<file path="src/rtl/axis_pkg.sv">
// Shared constants, FSM state type and the byte-keep helper for the AXI-Stream packetizer.
package axis_pkg;

  localparam int DEF_DW   = 32;
  localparam int NB       = DEF_DW / 8;
  localparam int LGNB     = $clog2(NB);
  localparam int MAX_LGNB = LGNB + 5;
  localparam int MAX_NB   = 1 << MAX_LGNB;

  typedef enum logic [0:0] {
    IDLE = 1'b0,
    BUSY = 1'b1
  } pkt_state_e;

  // Low min(rem, nb) bits set; callers size-cast the result to their own lane count.
  function automatic logic [MAX_NB-1:0] keep_mask(input logic [31:0] rem, input int unsigned nb);
    logic [MAX_NB-1:0] m;
    m = '0;
    for (int unsigned i = 0; i < MAX_NB; i++) begin
      if ((i < nb) && (32'(i) < rem)) begin
        m[i] = 1'b1;
      end else begin
        m[i] = 1'b0;
      end
    end
    return m;
  endfunction

endpackage

</file>
<file path="src/rtl/axis_packetizer_if.sv">
// Input word stream, per-packet header fields and AXI-Stream master bus of the packetizer.
interface axis_packetizer_if #(
  parameter int DW    = 32,
  parameter int IDW   = 1,
  parameter int DESTW = 1,
  parameter int UW    = 1,
  parameter int LGLEN = 16
);
  logic               s_valid;
  logic               s_ready;
  logic [DW-1:0]      s_data;
  logic [LGLEN-1:0]   i_len;
  logic [IDW-1:0]     i_tid;
  logic [DESTW-1:0]   i_tdest;
  logic [UW-1:0]      i_tuser;
  logic               m_tvalid;
  logic               m_tready;
  logic [DW-1:0]      m_tdata;
  logic [DW/8-1:0]    m_tstrb;
  logic [DW/8-1:0]    m_tkeep;
  logic               m_tlast;
  logic [IDW-1:0]     m_tid;
  logic [DESTW-1:0]   m_tdest;
  logic [UW-1:0]      m_tuser;
  logic               o_busy;

  // Packetizer view: slave on the word stream, master on the AXI-Stream side.
  modport master (
    input  s_valid, s_data, i_len, i_tid, i_tdest, i_tuser, m_tready,
    output s_ready, m_tvalid, m_tdata, m_tstrb, m_tkeep, m_tlast, m_tid, m_tdest, m_tuser, o_busy
  );

  modport slave (
    output s_valid, s_data, i_len, i_tid, i_tdest, i_tuser, m_tready,
    input  s_ready, m_tvalid, m_tdata, m_tstrb, m_tkeep, m_tlast, m_tid, m_tdest, m_tuser, o_busy
  );
endinterface

</file>
<file path="src/rtl/axis_skidbuffer.sv">
// Two-entry skid buffer with fully registered outputs; input ready depends only on state.
module axis_skidbuffer #(
  parameter int PW = 8
) (
  input  logic          i_aclk,
  input  logic          i_areset,
  input  logic          i_valid,
  output logic          o_ready,
  input  logic [PW-1:0] i_data,
  output logic          o_valid,
  input  logic          i_ready,
  output logic [PW-1:0] o_data
);
  logic          out_valid_q, out_valid_d;
  logic [PW-1:0] out_data_q, out_data_d;
  logic          skid_valid_q, skid_valid_d;
  logic [PW-1:0] skid_data_q, skid_data_d;
  logic          ready_q, ready_d;
  logic          in_fire;
  logic          out_free;

  // Next-state: refill the output register from the skid entry first, then from the input.
  always_comb begin
    in_fire      = i_valid && ready_q;
    out_free     = !out_valid_q || i_ready;
    out_valid_d  = out_valid_q;
    out_data_d   = out_data_q;
    skid_valid_d = skid_valid_q;
    skid_data_d  = skid_data_q;
    if (skid_valid_q) begin
      if (out_free) begin
        out_valid_d  = 1'b1;
        out_data_d   = skid_data_q;
        skid_valid_d = 1'b0;
      end else begin
        skid_valid_d = 1'b1;
      end
    end else if (in_fire) begin
      if (out_free) begin
        out_valid_d = 1'b1;
        out_data_d  = i_data;
      end else begin
        skid_valid_d = 1'b1;
        skid_data_d  = i_data;
      end
    end else if (out_free) begin
      out_valid_d = 1'b0;
    end else begin
      out_valid_d = out_valid_q;
    end
    ready_d = !skid_valid_d;
  end

  // State registers; ready stays low through reset and its first clock.
  always_ff @(posedge i_aclk or posedge i_areset) begin
    if (i_areset) begin
      out_valid_q  <= 1'b0;
      out_data_q   <= '0;
      skid_valid_q <= 1'b0;
      skid_data_q  <= '0;
      ready_q      <= 1'b0;
    end else begin
      out_valid_q  <= out_valid_d;
      out_data_q   <= out_data_d;
      skid_valid_q <= skid_valid_d;
      skid_data_q  <= skid_data_d;
      ready_q      <= ready_d;
    end
  end

  assign o_ready = ready_q;
  assign o_valid = out_valid_q;
  assign o_data  = out_data_q;

endmodule

</file>
<file path="src/rtl/axis_packetizer.sv">
// AXI-Stream packetizer: cuts an unframed word stream into length-framed packets
// with TKEEP/TLAST and per-packet route fields, registered through a skid buffer.
module axis_packetizer
  import axis_pkg::*;
#(
  parameter int DW    = NB * 8,
  parameter int IDW   = 1,
  parameter int DESTW = 1,
  parameter int UW    = 1,
  parameter int LGLEN = 16
) (
  input logic               i_aclk,
  input logic               i_areset,
  axis_packetizer_if.master bus
);
  localparam int NBT = DW / 8;
  localparam int PW  = DW + NBT + 1 + IDW + DESTW + UW;
  localparam logic [LGLEN:0] FULL_LEN = {1'b1, {LGLEN{1'b0}}};
  localparam logic [LGLEN:0] NB_LEN   = (LGLEN+1)'(NBT);

  pkt_state_e       state_q, state_d;
  logic [LGLEN:0]   rem_q, rem_d;
  logic [IDW-1:0]   tid_q, tid_d;
  logic [DESTW-1:0] tdest_q, tdest_d;
  logic [UW-1:0]    tuser_q, tuser_d;

  logic             in_fire;
  logic             skid_ready;
  logic             beat_last;
  logic [LGLEN:0]   cur_rem;
  logic [NBT-1:0]   beat_keep;
  logic [DW-1:0]    beat_data;
  logic [IDW-1:0]   beat_tid;
  logic [DESTW-1:0] beat_tdest;
  logic [UW-1:0]    beat_tuser;
  logic [PW-1:0]    skid_in;
  logic [PW-1:0]    skid_out;
  logic [NBT-1:0]   out_keep;

  // Beat formation and FSM next-state; a packet's first word takes its header live from the inputs.
  always_comb begin
    in_fire    = bus.s_valid && skid_ready;
    cur_rem    = rem_q;
    beat_tid   = tid_q;
    beat_tdest = tdest_q;
    beat_tuser = tuser_q;
    if (state_q == IDLE) begin
      cur_rem    = (bus.i_len == '0) ? FULL_LEN : {1'b0, bus.i_len};
      beat_tid   = bus.i_tid;
      beat_tdest = bus.i_tdest;
      beat_tuser = bus.i_tuser;
    end else begin
      cur_rem    = rem_q;
    end
    beat_last = (cur_rem <= NB_LEN);
    beat_keep = NBT'(keep_mask(32'(cur_rem), NBT));
    for (int i = 0; i < NBT; i++) begin
      beat_data[8*i +: 8] = beat_keep[i] ? bus.s_data[8*i +: 8] : 8'h00;
    end

    state_d = state_q;
    rem_d   = rem_q;
    tid_d   = tid_q;
    tdest_d = tdest_q;
    tuser_d = tuser_q;
    if (in_fire) begin
      tid_d   = beat_tid;
      tdest_d = beat_tdest;
      tuser_d = beat_tuser;
      if (beat_last) begin
        state_d = IDLE;
        rem_d   = '0;
      end else begin
        state_d = BUSY;
        rem_d   = cur_rem - NB_LEN;
      end
    end else begin
      state_d = state_q;
    end
    skid_in = {beat_data, beat_keep, beat_last, beat_tid, beat_tdest, beat_tuser};
  end

  // FSM, remaining-byte counter and latched route fields.
  always_ff @(posedge i_aclk or posedge i_areset) begin
    if (i_areset) begin
      state_q <= IDLE;
      rem_q   <= '0;
      tid_q   <= '0;
      tdest_q <= '0;
      tuser_q <= '0;
    end else begin
      state_q <= state_d;
      rem_q   <= rem_d;
      tid_q   <= tid_d;
      tdest_q <= tdest_d;
      tuser_q <= tuser_d;
    end
  end

  axis_skidbuffer #(.PW(PW)) u_skid (
    .i_aclk   (i_aclk),
    .i_areset (i_areset),
    .i_valid  (bus.s_valid),
    .o_ready  (skid_ready),
    .i_data   (skid_in),
    .o_valid  (bus.m_tvalid),
    .i_ready  (bus.m_tready),
    .o_data   (skid_out)
  );

  assign bus.s_ready = skid_ready;
  assign {bus.m_tdata, out_keep, bus.m_tlast, bus.m_tid, bus.m_tdest, bus.m_tuser} = skid_out;
  assign bus.m_tkeep = out_keep;
  assign bus.m_tstrb = out_keep;
  assign bus.o_busy  = (state_q == BUSY);

endmodule

</file>
<file path="src/flat_wrapper.sv">
// flat-port wrapper written by rule: the top's interface ports become plain ports
module axis_packetizer_flat import axis_pkg::*;
#(
  parameter int DW    = NB * 8,
  parameter int IDW   = 1,
  parameter int DESTW = 1,
  parameter int UW    = 1,
  parameter int LGLEN = 16
)
  (i_aclk, i_areset, bus_s_valid, bus_s_data, bus_i_len, bus_i_tid, bus_i_tdest, bus_i_tuser, bus_m_tready, bus_s_ready, bus_m_tvalid, bus_m_tdata, bus_m_tstrb, bus_m_tkeep, bus_m_tlast, bus_m_tid, bus_m_tdest, bus_m_tuser, bus_o_busy);
  axis_packetizer_if #(.DW(DW), .IDW(IDW), .DESTW(DESTW), .UW(UW), .LGLEN(LGLEN)) bus_i ();
  input logic i_aclk;
  input logic i_areset;
  input wire logic [$bits(bus_i.s_valid)-1:0] bus_s_valid;
  input wire logic [$bits(bus_i.s_data)-1:0] bus_s_data;
  input wire logic [$bits(bus_i.i_len)-1:0] bus_i_len;
  input wire logic [$bits(bus_i.i_tid)-1:0] bus_i_tid;
  input wire logic [$bits(bus_i.i_tdest)-1:0] bus_i_tdest;
  input wire logic [$bits(bus_i.i_tuser)-1:0] bus_i_tuser;
  input wire logic [$bits(bus_i.m_tready)-1:0] bus_m_tready;
  output wire logic [$bits(bus_i.s_ready)-1:0] bus_s_ready;
  output wire logic [$bits(bus_i.m_tvalid)-1:0] bus_m_tvalid;
  output wire logic [$bits(bus_i.m_tdata)-1:0] bus_m_tdata;
  output wire logic [$bits(bus_i.m_tstrb)-1:0] bus_m_tstrb;
  output wire logic [$bits(bus_i.m_tkeep)-1:0] bus_m_tkeep;
  output wire logic [$bits(bus_i.m_tlast)-1:0] bus_m_tlast;
  output wire logic [$bits(bus_i.m_tid)-1:0] bus_m_tid;
  output wire logic [$bits(bus_i.m_tdest)-1:0] bus_m_tdest;
  output wire logic [$bits(bus_i.m_tuser)-1:0] bus_m_tuser;
  output wire logic [$bits(bus_i.o_busy)-1:0] bus_o_busy;
  assign bus_i.s_valid = bus_s_valid;
  assign bus_i.s_data = bus_s_data;
  assign bus_i.i_len = bus_i_len;
  assign bus_i.i_tid = bus_i_tid;
  assign bus_i.i_tdest = bus_i_tdest;
  assign bus_i.i_tuser = bus_i_tuser;
  assign bus_i.m_tready = bus_m_tready;
  assign bus_s_ready = bus_i.s_ready;
  assign bus_m_tvalid = bus_i.m_tvalid;
  assign bus_m_tdata = bus_i.m_tdata;
  assign bus_m_tstrb = bus_i.m_tstrb;
  assign bus_m_tkeep = bus_i.m_tkeep;
  assign bus_m_tlast = bus_i.m_tlast;
  assign bus_m_tid = bus_i.m_tid;
  assign bus_m_tdest = bus_i.m_tdest;
  assign bus_m_tuser = bus_i.m_tuser;
  assign bus_o_busy = bus_i.o_busy;
  axis_packetizer #(.DW(DW), .IDW(IDW), .DESTW(DESTW), .UW(UW), .LGLEN(LGLEN)) u_core (.i_aclk(i_aclk), .i_areset(i_areset), .bus(bus_i));
endmodule
</file>
<file path="config.mk">
export PLATFORM = sky130hd
export DESIGN_NAME = axis_packetizer_flat
export DESIGN_NICKNAME = d
export VERILOG_FILES = /design/src/rtl/axis_pkg.sv /design/src/rtl/axis_packetizer_if.sv /design/src/rtl/axis_skidbuffer.sv /design/src/rtl/axis_packetizer.sv /design/src/flat_wrapper.sv
export SDC_FILE = /design/constraint.sdc
export NUM_CORES = 1
export LEC_CHECK = 0
export ABC_AREA = 0
export BUFFER_PORTS_ARGS = -buffer_cell sky130_fd_sc_hd__buf_4
export CAP_MARGIN = 20
export CORE_AREA = 2 2 105 107
export DETAILED_ROUTE_END_ITERATION = 12
export DIE_AREA = 0 0 107 109
export GPL_TIMING_DRIVEN = 0
export PLACE_DENSITY = 0.7
export SETUP_SLACK_MARGIN = 0.2
export SYNTH_ARGS = -nofsm -noshare
export SYNTH_HDL_FRONTEND = slang
export SYNTH_SLANG_ARGS = --single-unit
</file>
<file path="constraint.sdc">
create_clock -name i_aclk -period 3.3 [get_ports i_aclk]
set_input_delay 0.66 -clock i_aclk [delete_from_list [all_inputs] [get_ports i_aclk]]
set_output_delay 0.66 -clock i_aclk [all_outputs]
set_load 0.05 [all_outputs]
</file>
==> results_dict.tcl <==
set metrics [dict create \
    startpoint_type "flip-flop" \
    reg2regPathDepth 11 \
    critPathMaxStageDelay_ps 370 \
    multi_input_area_um2 2210 \
    finalPower_uw 4460 \
    drv_cap 0 \
    setup_viol 0 \
    syn_nets 545 \
    post_drt_wl_per_cell_um 17.3 \
    synthArstFlopShare_pct 100 \
    seq_area_um2 2600 \
    grt_antenna_before_repair 0 \
    ys_seq_area_share_pct 52.2 \
    skew_ps 13.9 \
    num_vias 4284 \
    antenna_left 0 \
    reg2reg_to "u_core.rem_q[10]$_DFFE_PP0P_" \
    grt_max_degree 43 \
    cts_tree "done" \
    path_cells "buf_4, clkbuf_4, buf_4, clkbuf_4, mux2i_1, ha_2, nand2_2, a2111oi_4, mux2i_1, a21oi_1, o21ai_0" \
    path_class "flip-flop to flip-flop" \
    synthCells 488 \
    route.detailed.drc 0 \
    dp.cells 731 \
    rsz0062_at_grt "false" \
    grt_overflow 0 \
    first_global_vias 4259 \
    cp_slowest_cell "dfrtp_2" \
    finalCritPeriodShare_pct 89.2 \
    design_area_um2 6190 \
    dp_hpwl_um 9490 \
    die_y_um 109 \
    die_w_um 107 \
    power.leakage_uw 0.00294 \
    fin_cells 749 \
    cts_root_buf "clkbuf_8" \
    synth_edf_count 0 \
    num_io_pins 102 \
    synth-seq-cells 104 \
    n_antenna_cell 0 \
    grt_pass1_wl_um 21400 \
    grtUsageTotal_pct 23.3 \
    rrSetupSlack_ps 360 \
    p_per_area_nw_per_um2 720 \
    std_cell_rows 38 \
    wl_um 12900 \
    cts_sinks 104 \
    htreeDepth 3 \
    insertion_delay_ps 360 \
    nets 661 \
    cp-end-kind "flip-flop" \
    synthFlopType "dfrtp_1" \
    hold_class "primary input to async pin" \
    cp.required_ps 3590 \
    start_util_pct 47.0 \
    crit_arrival_ps 3230 \
    worst_slew_pin_slew_ps 994 \
    cts.path.max_buffers 2 \
    area_growth_pct 24.0 \
    place_congestion 0.864 \
    finalMaxSlewViolations 0 \
    synth.avg_cell_area_um2 10.2 \
    maxSlewHeadroom_pct 33.2 \
    critPathMaxFanout 10 \
    via_per_inst 5.72 \
    path_clk_slew_ps 100 \
    fmax_mhz 340 \
    hold_viol 0 \
    fin_crit_ps 2940 \
    die_area_um2 11700 \
    placed_cell_area_um2 5970 \
    drtIter0Drc 226 \
    cts_buffers 9 \
    core_area_um2 10600 \
    nFillCells 972 \
    worstReg2RegStart "u_core.bus.o_busy$_DFFE_PP0P_" \
    portBuffers 101 \
    synth_cell_types 49 \
    yosysWarningCount 0 \
    vdd_drop_max_uv 410 \
    syn_area_um2 4990 \
    drive_gt1_share_pct 24.8 \
    dr.pass1.iters 4 \
    status "complete, no violations" \
    cts_hold_buf 0 \
]
[metrics by stage]
| step | hold slack, ps | utilization [%] | setup TNS [ps] | worst slack (ps) |
|---|---|---|---|---|
| final | 332 | 58.4 | 0 | 355 |
| after global placement | 453 | 55.9 | -549 | -190 |
| after CTS | 342 | 58.1 | 0 | 213 |
| after floorplan | 442 | - | 0 | 203 |
| after global routing | 374 | 58.4 | 0 | 205 |
| after detailed placement | 464 | 56.3 | -764 | -228 |
[kinds of logic (layout without fill, tap and decap cells)]
| kind of cell | Yosys count | in the layout | share of synthesized area [%] |
|---|---|---|---|
| compound gates | 142 | 142 | 20.5 |
| xor+xnor | 12 | 12 | 2.11 |
| fa+ha+maj | 2 | 2 | 0.502 |
| buf+inv | 43 | 164 | 3.76 |
| flops | 104 | 104 | 52.2 |
| mux | 14 | 14 | 2.83 |
| simple gates | 171 | 171 | 18.1 |
[placed cells by master, fill, tap and decap left out, types with 3 or more instances in the layout]
cell type	instances
a211o_1	3
a21o_1	4
a21oi_1	20
a221o_1	24
a22o_1	23
a22oi_1	3
and2_1	3
and3_1	36
buf_4	110
clkbuf_1	27
clkbuf_8	10
dfrtp_1	103
inv_1	5
mux2i_1	13
nand2_1	65
nand3_1	5
nor2_1	20
nor2_2	4
nor3_1	11
nor4_1	5
nor4b_2	4
o211ai_1	3
o21ai_0	46
o31ai_1	4
or2_2	3
or3_1	3
xnor2_1	9
xor2_1	3
[area by class of cell]
cell class / count / share of cell area (%)
clock inverter: 5 / 0.667
multi-input combinational: 341 / 35.8
timing repair buffer: 105 / 13.1
sequential: 104 / 42.1
inverter: 7 / 0.485
clock buffer: 11 / 2.29
tap: 140 / 2.83
buffer: 36 / 2.75
[worst max-delay path by stage]
stage	start	end	depth (start not counted)
global route	u_core.bus.o_busy$_DFFE_PP0P_	u_core.rem_q[10]$_DFFE_PP0P_	11
floorplan	u_core.bus.o_busy$_DFFE_PP0P_	u_core.rem_q[14]$_DFFE_PP0P_	11
detailed placement	u_core.bus.o_busy$_DFFE_PP0P_	u_core.rem_q[14]$_DFFE_PP0P_	11
CTS	u_core.bus.o_busy$_DFFE_PP0P_	u_core.rem_q[14]$_DFFE_PP0P_	11
finish	u_core.bus.o_busy$_DFFE_PP0P_	u_core.rem_q[10]$_DFFE_PP0P_	11
global placement	u_core.bus.o_busy$_DFFE_PP0P_	u_core.rem_q[14]$_DFFE_PP0P_	11
[where the power goes]
| group | switching, uW | leakage, uW | internal (uW) |
|---|---|---|---|
| registers | 262 | 0.00128 | 1650 |
| logic | 1140 | 0.00158 | 660 |
| clock network | 443 | 0.0000914 | 303 |
| total | 1850 | 0.00294 | 2610 |
[per-layer routing]
| layer | share of wire, % | vias to the layer above | global-route usage (%) |
|---|---|---|---|
| li1 | - | 2016 | - |
| met1 | 45 | 2132 | 32.3 |
| met2 | 48 | 115 | 37.7 |
| met3 | 5.0 | 21 | 4.06 |
| met4 | 1.9 | 0 | 6.86 |
| met5 | 0 | - | 0 |
[flip-flops by register name (all words and copies together), names as in the netlist]
name / count
u_core.u_skid.skid_data_q: 40
u_core.u_skid.o_ready: 1
u_core.tdest_q: 1
u_core.rem_q: 17
u_core.u_skid.o_valid: 1
u_core.u_skid.skid_valid_q: 1
u_core.u_skid.o_data: 40
u_core.bus.o_busy: 1
u_core.tid_q: 1
u_core.tuser_q: 1
[synthesized netlist by cell type (all sizes together) (4+ instances only)]
cell type  count  area [um2]
nor2          24        97.6
clkbuf        26        97.6
nand2         66         248
mux2i         13         130
a21o           4        30.0
o21ai         48         240
nand3          5        25.0
nor4b          6        71.3
a221o         24         240
dfrtp        104        2600
xnor2          9        78.8
buf           10        63.8
o31ai          4        30.0
a22o          23         201
and3          36         225
a21oi         20         100
inv            6        22.5
nor3          11        55.1
nor4           7        73.8
[worst max-delay path, delay by kind of cell (launching register included)]
family | cells | cell delay, ps
fa+ha+maj | 1 | 280
flops | 1 | 370
compound gates | 3 | 610
buf+inv | 4 | 950
simple gates | 1 | 150
mux | 2 | 520
[timing repair]
action | CTS | global route
endpoints found under the hold margin | 0 | 0
resized for setup | 5 | 3
buffers inserted | 0 | 2
endpoints found under the setup margin | 11 | 8
(Power assumes the default switching activity.)
